`src/rtl/mips_fetch_pkg.sv`:
```
// Shared definitions for the instruction prefetch unit: FSM encoding,
// default buffer depth, default reset PC and the sequential-PC helper.
package mips_fetch_pkg;

    // Fetch controller states. Memory request is asserted in WAIT and DISCARD.
    typedef enum logic [1:0] {
        ST_IDLE    = 2'd0,
        ST_WAIT    = 2'd1,
        ST_DISCARD = 2'd2
    } fetch_state_t;

    localparam int          DEFAULT_DEPTH    = 2;
    localparam logic [15:0] DEFAULT_RESET_PC = 16'h0000;

    // Next sequential instruction address; 16-bit wrap (FFFE -> 0000).
    function automatic logic [15:0] pc_seq_next(input logic [15:0] pc);
        return pc + 16'd2;
    endfunction

endpackage

```
`src/rtl/fetch_fifo.sv`:
```
// Instruction buffer: DEPTH x 32-bit circular FIFO with push, pop and flush.
// Entry layout: [31:16] = address of instruction + 2, [15:0] = instruction.
// Flush wins over push/pop in the same cycle. The caller never pushes when
// full and never pops when empty.
module fetch_fifo #(
    parameter int DEPTH = 2,
    parameter int AW    = $clog2(DEPTH),
    parameter int CW    = AW + 1
) (
    input  logic          clk,
    input  logic          reset,
    input  logic          push,
    input  logic [31:0]   push_data,
    input  logic          pop,
    input  logic          flush,
    output logic [31:0]   head_data,
    output logic [CW-1:0] count
);

    logic [31:0]   mem [DEPTH];
    logic [AW-1:0] wr_ptr;
    logic [AW-1:0] rd_ptr;
    logic [CW-1:0] count_next;

    // Occupancy after this cycle's push/pop; simultaneous push and pop cancel.
    always_comb begin
        count_next = count;
        case ({push, pop})
            2'b10:   count_next = count + CW'(1);
            2'b01:   count_next = count - CW'(1);
            default: count_next = count;
        endcase
    end

    // Pointer and occupancy registers; pointers wrap because DEPTH is a power of two.
    always_ff @(posedge clk or posedge reset) begin
        if (reset) begin
            wr_ptr <= '0;
            rd_ptr <= '0;
            count  <= '0;
        end else if (flush) begin
            wr_ptr <= '0;
            rd_ptr <= '0;
            count  <= '0;
        end else begin
            if (push) wr_ptr <= wr_ptr + AW'(1);
            if (pop)  rd_ptr <= rd_ptr + AW'(1);
            count <= count_next;
        end
    end

    // Storage write; contents need no reset because the head is qualified by count.
    always_ff @(posedge clk) begin
        if (push && !flush) mem[wr_ptr] <= push_data;
    end

    assign head_data = mem[rd_ptr];

endmodule

```
`src/rtl/fetch_prefetch.sv`:
```
// Instruction prefetch unit: issues one outstanding 16-bit instruction read
// at a time, buffers returned words in fetch_fifo and presents the head to
// IF/ID. Taken-branch redirects flush the buffer and discard any in-flight
// read. Optional performance counters are enabled by defining
// FETCH_PERF_CNT_EN.
//
// Handshakes:
//   memory side  - o_Mem_Req/o_Mem_Addr are registered and held stable until
//                  i_Mem_Ack; i_Mem_Data is valid only with i_Mem_Ack.
//   IF/ID side   - the head transfers on a cycle where o_Valid && i_Ready;
//                  while o_Valid && !i_Ready the head is held unchanged.
//                  o_Valid is forced low during a redirect cycle.
module fetch_prefetch
    import mips_fetch_pkg::*;
#(
    parameter int          DEPTH    = DEFAULT_DEPTH,
    parameter logic [15:0] RESET_PC = DEFAULT_RESET_PC
) (
    input  logic        clk,
    input  logic        reset,
    input  logic        i_Redirect,
    input  logic [15:0] i_Redirect_Pc,
    output logic        o_Mem_Req,
    output logic [15:0] o_Mem_Addr,
    input  logic        i_Mem_Ack,
    input  logic [15:0] i_Mem_Data,
    output logic        o_Valid,
    output logic [15:0] o_Instruction,
    output logic [15:0] o_Pc_Plus_2,
    input  logic        i_Ready,
    output logic [1:0]  o_Dbg_State
`ifdef FETCH_PERF_CNT_EN
    ,
    output logic [15:0] o_Fetch_Count,
    output logic [15:0] o_Redirect_Count
`endif
);

    localparam int AW = $clog2(DEPTH);
    localparam int CW = AW + 1;

    fetch_state_t  state;
    fetch_state_t  state_next;
    logic [15:0]   fetch_pc;
    logic [15:0]   fetch_pc_next;
    logic [15:0]   mem_addr_next;
    logic          started;

    logic          push;
    logic          pop;
    logic          flush;
    logic [31:0]   push_data;
    logic [31:0]   head_data;
    logic [CW-1:0] fifo_count;
    logic          fifo_full;
    logic          has_entry;

    assign fifo_full = (fifo_count == CW'(DEPTH));
    assign has_entry = (fifo_count != '0);

    // Next-state, fetch PC and request address; redirects always take the new PC.
    always_comb begin
        state_next    = state;
        fetch_pc_next = fetch_pc;
        mem_addr_next = o_Mem_Addr;
        push          = 1'b0;
        push_data     = {pc_seq_next(fetch_pc), i_Mem_Data};
        case (state)
            ST_IDLE: begin
                if (i_Redirect) begin
                    fetch_pc_next = i_Redirect_Pc;
                end else if (started && !fifo_full) begin
                    state_next    = ST_WAIT;
                    mem_addr_next = fetch_pc;
                end
            end
            ST_WAIT: begin
                if (i_Redirect) begin
                    fetch_pc_next = i_Redirect_Pc;
                    // A coinciding ack closes the request; otherwise its data is still owed.
                    state_next    = i_Mem_Ack ? ST_IDLE : ST_DISCARD;
                end else if (i_Mem_Ack) begin
                    push          = 1'b1;
                    fetch_pc_next = pc_seq_next(fetch_pc);
                    state_next    = ST_IDLE;
                end
            end
            ST_DISCARD: begin
                if (i_Redirect) fetch_pc_next = i_Redirect_Pc;
                // The stale ack ends DISCARD even if a new redirect arrives with it,
                // since no further ack is owed for the abandoned request.
                if (i_Mem_Ack) state_next = ST_IDLE;
            end
            default: begin
                state_next = ST_IDLE;
            end
        endcase
    end

    // IF/ID side: head is offered unless a redirect is flushing this cycle.
    always_comb begin
        o_Valid       = has_entry && !i_Redirect;
        o_Instruction = has_entry ? head_data[15:0]  : 16'h0000;
        o_Pc_Plus_2   = has_entry ? head_data[31:16] : 16'h0000;
        pop           = o_Valid && i_Ready;
        flush         = i_Redirect;
    end

    // State, fetch PC and registered memory request; 'started' delays the first
    // request by one cycle after reset release.
    always_ff @(posedge clk or posedge reset) begin
        if (reset) begin
            state      <= ST_IDLE;
            fetch_pc   <= RESET_PC;
            started    <= 1'b0;
            o_Mem_Req  <= 1'b0;
            o_Mem_Addr <= 16'h0000;
        end else begin
            state      <= state_next;
            fetch_pc   <= fetch_pc_next;
            started    <= 1'b1;
            o_Mem_Req  <= (state_next == ST_WAIT) || (state_next == ST_DISCARD);
            o_Mem_Addr <= mem_addr_next;
        end
    end

    assign o_Dbg_State = state;

    fetch_fifo #(
        .DEPTH (DEPTH)
    ) u_fifo (
        .clk       (clk),
        .reset     (reset),
        .push      (push),
        .push_data (push_data),
        .pop       (pop),
        .flush     (flush),
        .head_data (head_data),
        .count     (fifo_count)
    );

`ifdef FETCH_PERF_CNT_EN
    // Accepted-instruction and redirect counters, wrapping at 16'hFFFF.
    always_ff @(posedge clk or posedge reset) begin
        if (reset) begin
            o_Fetch_Count    <= 16'h0000;
            o_Redirect_Count <= 16'h0000;
        end else begin
            if (pop)        o_Fetch_Count    <= o_Fetch_Count + 16'd1;
            if (i_Redirect) o_Redirect_Count <= o_Redirect_Count + 16'd1;
        end
    end
`endif

endmodule

```
`config.mk`:
```
export PLATFORM = sky130hd
export DESIGN_NAME = fetch_prefetch
export DESIGN_NICKNAME = d
export VERILOG_FILES = /design/src/rtl/mips_fetch_pkg.sv /design/src/rtl/fetch_fifo.sv /design/src/rtl/fetch_prefetch.sv
export SDC_FILE = /design/constraint.sdc
export NUM_CORES = 1
export LEC_CHECK = 0
export ABC_AREA = 1
export ABC_CLOCK_PERIOD_IN_PS = 5600
export CORE_UTILIZATION = 35
export CTS_CLUSTER_SIZE = 16
export DETAILED_ROUTE_END_ITERATION = 10
export PLACE_DENSITY = 0.6
export SYNTH_ARGS = -nofsm -noshare
export SYNTH_HDL_FRONTEND = slang
export SYNTH_HIERARCHICAL = 1
export SYNTH_SLANG_ARGS = --single-unit
```
`constraint.sdc`:
```
create_clock -name clk -period 5.6 [get_ports clk]
set_input_delay 0.56 -clock clk [delete_from_list [all_inputs] [get_ports clk]]
set_output_delay 0.56 -clock clk [all_outputs]
set_load 0.05 [all_outputs]
```
# --- Word-level counts from Yosys, hierarchy flattened ---
# Memories as Yosys holds them, arrays and structs flattened.
# Index checks and enable logic that the tools add are counted.
word_totals:
  in_bits: 37
  regBits: 40
  n_memories: 1
  wordCells: 63
  mem_bits_ro: 0
  ram_bits: 64
  out_inout_bits: 52
  latch_bits: 0
memory_table:
  columns: ["memory", "depth", "word_bits", "rd", "rd_ports_with_merged_regs", "write_ports", "line_no", "source"]
  rows:
  - ["u_fifo.mem", 2, 32, 1, 0, 1, "fetch_fifo.sv:20", "logic [31:0] mem [DEPTH];"]
classes:
  add_sub_neg: 5
  reduce_logical: 16
  shift: 0
  multipliers: 0
  n_mux: 23
  eq_ne: 9
  n_div: 0
  order_cmp: 0
  n_bitwise: 1
ops:
  columns: ["cell", "count"]
  rows:
  - ["2-to-1 mux 16 bit", 5]
  - ["case mux 16 bit (2 select lines)", 1]
  - ["adder 16 x 2 -> 16 bit (second input constant)", 1]
  - ["2-to-1 mux 2 bit", 6]
  - ["2-to-1 mux 1 bit", 9]
  - ["== test 2 bit (second input constant)", 4]
  - ["nonzero test 2 bit", 4]
  - ["== test 2 x 1 -> 1 bit (second input constant)", 3]
  - ["case mux 2 bit (3 select lines)", 1]
  - ["AND reduction 3 bit", 2]
  - ["logical AND 1 bit", 4]
  - ["case mux 2 bit (2 select lines)", 1]
  - ["!= test 3 bit (second input constant)", 1]
  - ["nonzero test 3 bit", 1]
  - ["adder 1 bit (second input constant)", 2]
  - ["adder 2 x 1 -> 2 bit (second input constant)", 1]
  - ["logical NOT 1 bit", 2]
  - ["logical NOT 2 bit", 1]
  - ["!= test 2 x 1 -> 1 bit (second input constant)", 1]
  - ["OR reduction 2 bit", 1]
  - ["subtractor 2 x 1 -> 2 bit (second input constant)", 1]
  - ["logical OR 1 bit", 1]
  - ["NOT 1 bit", 1]

# --- Logic depth before layout (Yosys ltp) ---
depth:
  depth_word: 8
  mapped_depth: 10

# --- Modules after synthesis ---
# The synthesis kept the hierarchy.
modules_own_cells:
  columns: ["mod", "seq_area_each_um2", "instances", "cells_per_inst", "area_per_inst_um2"]
  rows:
  - ["fetch_fifo", 2021.9, 1, 135, 2688.8]
  - ["fetch_prefetch", 900.9, 1, 319, 2150.8]

# --- Least setup slack after synthesis ---
# No wires, ideal clock.
synth_timing:
  path_kind: "register to register"
  from: "reg state[0], in the netlist o_Dbg_State[0]"
  to: "mem u_fifo.mem[1][0], enable pin"
  synth_period_minus_slack_ns: 3.050
  setup_time_ns: 0.421
  path_slack_ns: 2.550
  t_arrival_ns: 2.629
  path_stages_with_launch: 7
  path_cell_list: "dfrtp_1 inv_1 nor2_1 nand2_1 nor2_1 nand2_1 nor2_1"
synth_between:
  elab_chain_cells: 5
synth_lines:
  columns: ["item", "line_no", "source"]
  rows:
  - ["start, declared", "fetch_prefetch.sv:42", "fetch_state_t state;"]
  - ["start signal, assigned", "fetch_prefetch.sv:119", "state <= state_next;"]
  - ["== test 2 x 1 -> 1 bit", "fetch_prefetch.sv:68", "case (state)"]
  - ["2-to-1 mux 1 bit", "fetch_prefetch.sv:68", null]
  - ["net push", "fetch_prefetch.sv:49", "logic push;"]
  - ["logical AND 1 bit", "fetch_fifo.sv:54", "if (push && !flush) mem[wr_ptr] <= push_data;"]
  - ["2-to-1 mux 1 bit", "fetch_fifo.sv:54", null]
  - ["2-to-1 mux 1 bit (implied by the code)", "fetch_fifo.sv:54", null]
  - ["end, declared", "fetch_fifo.sv:20", null]
# The timed path passes the listed nets, and every way through them passes these cells.

# --- Worst setup path in the final report ---
layout_timing:
  from: "reg u_fifo.rd_ptr"
  to: "out o_Pc_Plus_2[7]"
layout_between:
  elab_chain_cells: 2
layout_lines:
  columns: ["item", "line_no", "source"]
  rows:
  - ["start, declared", "fetch_fifo.sv:22", "logic [AW-1:0] rd_ptr;"]
  - ["start signal, assigned", "fetch_fifo.sv:47", "if (pop) rd_ptr <= rd_ptr + AW'(1);"]
  - ["memory (2 x 32 bit)", null, null]
  - ["net head_data[23]", "fetch_prefetch.sv:53", "logic [31:0] head_data;"]
  - ["2-to-1 mux 16 bit", "fetch_prefetch.sv:104", "o_Pc_Plus_2 = has_entry ? head_data[31:16] : 16'h0000;"]
  - ["end, declared", "fetch_prefetch.sv:29", "output logic [15:0] o_Pc_Plus_2,"]
# The timed path passes the listed nets, and every way through them passes these cells.

==> summary.md <==
| Metric | Value |
|---|---|
| Skew final | 8.86 ps |
| Post-DP HPWL | 7150 um |
| Internal cell power | 1.47 mW |
| Worst Path Required | 5040 ps |
| Mapped cell area | 4840 um^2 |
| #FFs+latches synth | 104 |
| Yosys warns | 6 |
| Wire per inst | 14.0 um |
| Hold_buf cts | 0 |
| Commonest non-fill, non-tap cell in the layout | nand2_1 |
| Slew HR | 23.5% |
| Post-CTS sizing | 0 |
| Clock Path Buffers | 2 |
| Dpl cell area | 5850 um^2 |
| Total wire length | 10100 um |
| H-tree lvl count | 3 |
| Startpoint types | flip-flop |
| Syn nets | 492 |
| I/O Pins | 89 |
| Final worst-path cycle share | 57.7% |
| Yosys top cell area share | 39.7% |
| Clk Latency, worst-skew pair | 340 ps |
| Core area | 13300 um^2 |
| Mean Syn Cell Area | 10.7 um^2 |
| GP Congestion | 0.793 |
| Vias in the first global route | 3164 |
| RSZ-0062 raised after global routing | false |
| Post-route cell area | 6140 um^2 |
| Die area | 14300 um^2 |
| First-pass GRT wire length | 16500 um |
| Pwr dens | 367 nW/um^2 |
| Post-CTS setup buffers | 0 |
| Clock Sinks | 104 |
| Post-synth ARST share | 38.5% |
| Most frequent cells in the layout | 91 x nand2_1, 88 x clkdlybuf4s50_1, 66 x inv_1 |
| Worst-Margin Slew | 1150 ps |
| Total Power | 2.26 mW |
| CP startpoint | u_fifo/rd_ptr |
| Drt first pass iters | 4 |
| Overall Global Routing Usage | 15.0% |
| Vias | 3271 |
| Worst hold slack | 452 ps |
| Clock share of power | 27.3% |
| Final antenna-violating net count | 0 |
| Residual DRC | 0 |
| Final Hold Vio Count | 0 |
| Synth cell types | 30 |
| CP max stage delay | 1000 ps |
| Largest net degree at the start of global routing | 37 |
| Post-synthesis cell count | 454 |
| Worst-path clk slew | 70 ps |
| Vias per cell | 4.52 |
| Fin nets | 581 |
| Post-route setup TNS | 0 ps |
| Data arrival time of the worst path | 2670 ps |
| FMAX | 0.309 GHz |
| Crit Path Category | flip-flop to output pin |
| P_sw | 786 uW |
| CTS buffer count | 9 |
| Top cells by area, synth | edfxtp_1 40%, dfrtp_1 21%, mux2_4 8.7% |
| # setup viols final | 0 |
| # diodes | 0 |
| Number of max-cap violations | 0 |
| Drt initial violations | 206 |
| Maximum fanout along the worst path | 34 |
| Ordered cell list for the critical path | mux2_4 > inv_1 > nor2_1 > clkdlybuf4s50_1 |
| Hold Path Class | input pin to async pin |
| Fin util | 46.0% |
| Number of flops mapped to enable cells by yosys | 64 |
| Share of layout cells above drive strength 1 | 11.5% |
| Synth area leader | edfxtp_1 |
| GR Overflow Total | 0 |
| RR Startpoint | u_fifo/count[0] |
| Placed cell count | 708 |
| Power share of the combinational group | 30.1% |
| Layout area overhead | 26.9% |
| Leakage | 2.60 nW |
| Slowest cell on the critical path | dfrtp_2 |
| Outcome | completed |
| Initial antenna violation count | 0 |
| Crit. End Element | output pin |
| Fin worst setup slack | 2370 ps |
| Top_reg_cell synth | edfxtp_1 |
| Die W | 120 um |
| Maximum VDD drop | 0.198 mV |
| Sequential area share after synthesis | 60.4% |
| Port bufs | 88 |
| Switching share of power | 34.8% |
| Sequential share of power | 42.6% |
| Post-layout minimum cycle time | 3230 ps |
| Clk root buf | clkbuf_16 |
| Final std cells w/o fill | 724 |
| Initial Util | 36.3% |
| Die Span Y | 120 um |
| Rows | 42 |
| CTS tree | done |
| Final slew viol count | 0 |
| Worst slack, placed | 2670 ps |
==> synthesized netlist by cell type, types with 3 or more instances <==
cell,n
clkbuf_1,3
mux2_2,4
o22ai_1,3
nor2_1,68
nand4_1,6
nand2_1,91
nand3_1,19
buf_6,3
buf_12,3
inv_1,66
dfrtp_1,40
xor2_1,5
mux2_4,28
edfxtp_1,64
buf_2,5
o21ai_0,27
==> state kept, by name (all words and copies together) (netlist names) <==
signal and count:
fetch_pc 16, o_Dbg_State 2, o_Mem_Addr 16, o_Mem_Req 1, started 1, u_fifo/count 2, u_fifo/mem 64, u_fifo/rd_ptr 1
u_fifo/wr_ptr 1
==> critical path: cells and delay by family, from the launching register on <==
kind	cells	cell delay [ps]
DFF	1	1000
and+or+nand+nor	1	150
buffers and inverters	2	870
muxes	1	290
==> routing by layer <==
layer / share of wire (%) / vias up / GRT usage [%]
li1: - / 1648 / -
met1: 51 / 1515 / 21.7
met2: 43 / 92 / 22.0
met3: 5.1 / 16 / 3.80
met4: 1.5 / 0 / 4.92
met5: 0 / - / 0
==> cell families (layout without fill, tap and decap cells) <==
| family | Yosys count | in the layout | synth area share [%] |
|---|---|---|---|
| XOR/XNOR | 5 | 5 | 0.905 |
| multiplexers | 32 | 32 | 9.62 |
| other | 1 | 1 | 0.0775 |
| flip-flops | 104 | 104 | 60.4 |
| AO/OA/AOI/OAI | 38 | 38 | 4.42 |
| buffers and inverters | 82 | 176 | 7.96 |
| adder cells (fa/ha/maj) | 1 | 1 | 0.258 |
| AND/OR/NAND/NOR | 191 | 191 | 16.4 |
==> final cells by class <==
cell class,instances,area (um^2)
clock buffers,11,233
repair buffers,92,911
clock inverters,5,58.8
fillers,1265,7210
inverters,68,255
flip-flops and latches,104,2920
well taps,176,220
multi-input cells,268,1540
==> final timing paths <==
kind / end / slack, ps / depth (start not counted)
worst min register to register: u_fifo/mem[1][16] / 490 / 0
max in group asynchronous: o_Mem_Addr[15] / 4580 / 3
worst max-delay path: o_Pc_Plus_2[7] / 2370 / 4
worst max register to register: u_fifo/count[1] / 3680 / 10
worst min-delay path: u_fifo/rd_ptr / 450 / 2
min in group clk: u_fifo/mem[1][16] / 490 / 0
==> power by group through the flow <==
| stage | logic (mW) | clock network, mW | registers, mW |
|---|---|---|---|
| floorplan | 0.320 | 0 | 1.10 |
| global placement | 0.675 | 0 | 0.974 |
| detailed placement | 0.684 | 0 | 0.974 |
| CTS | 0.686 | 0.634 | 0.961 |
| global route | 0.726 | 0.669 | 0.971 |
| finish | 0.678 | 0.616 | 0.962 |
(Power assumes the default switching activity.)
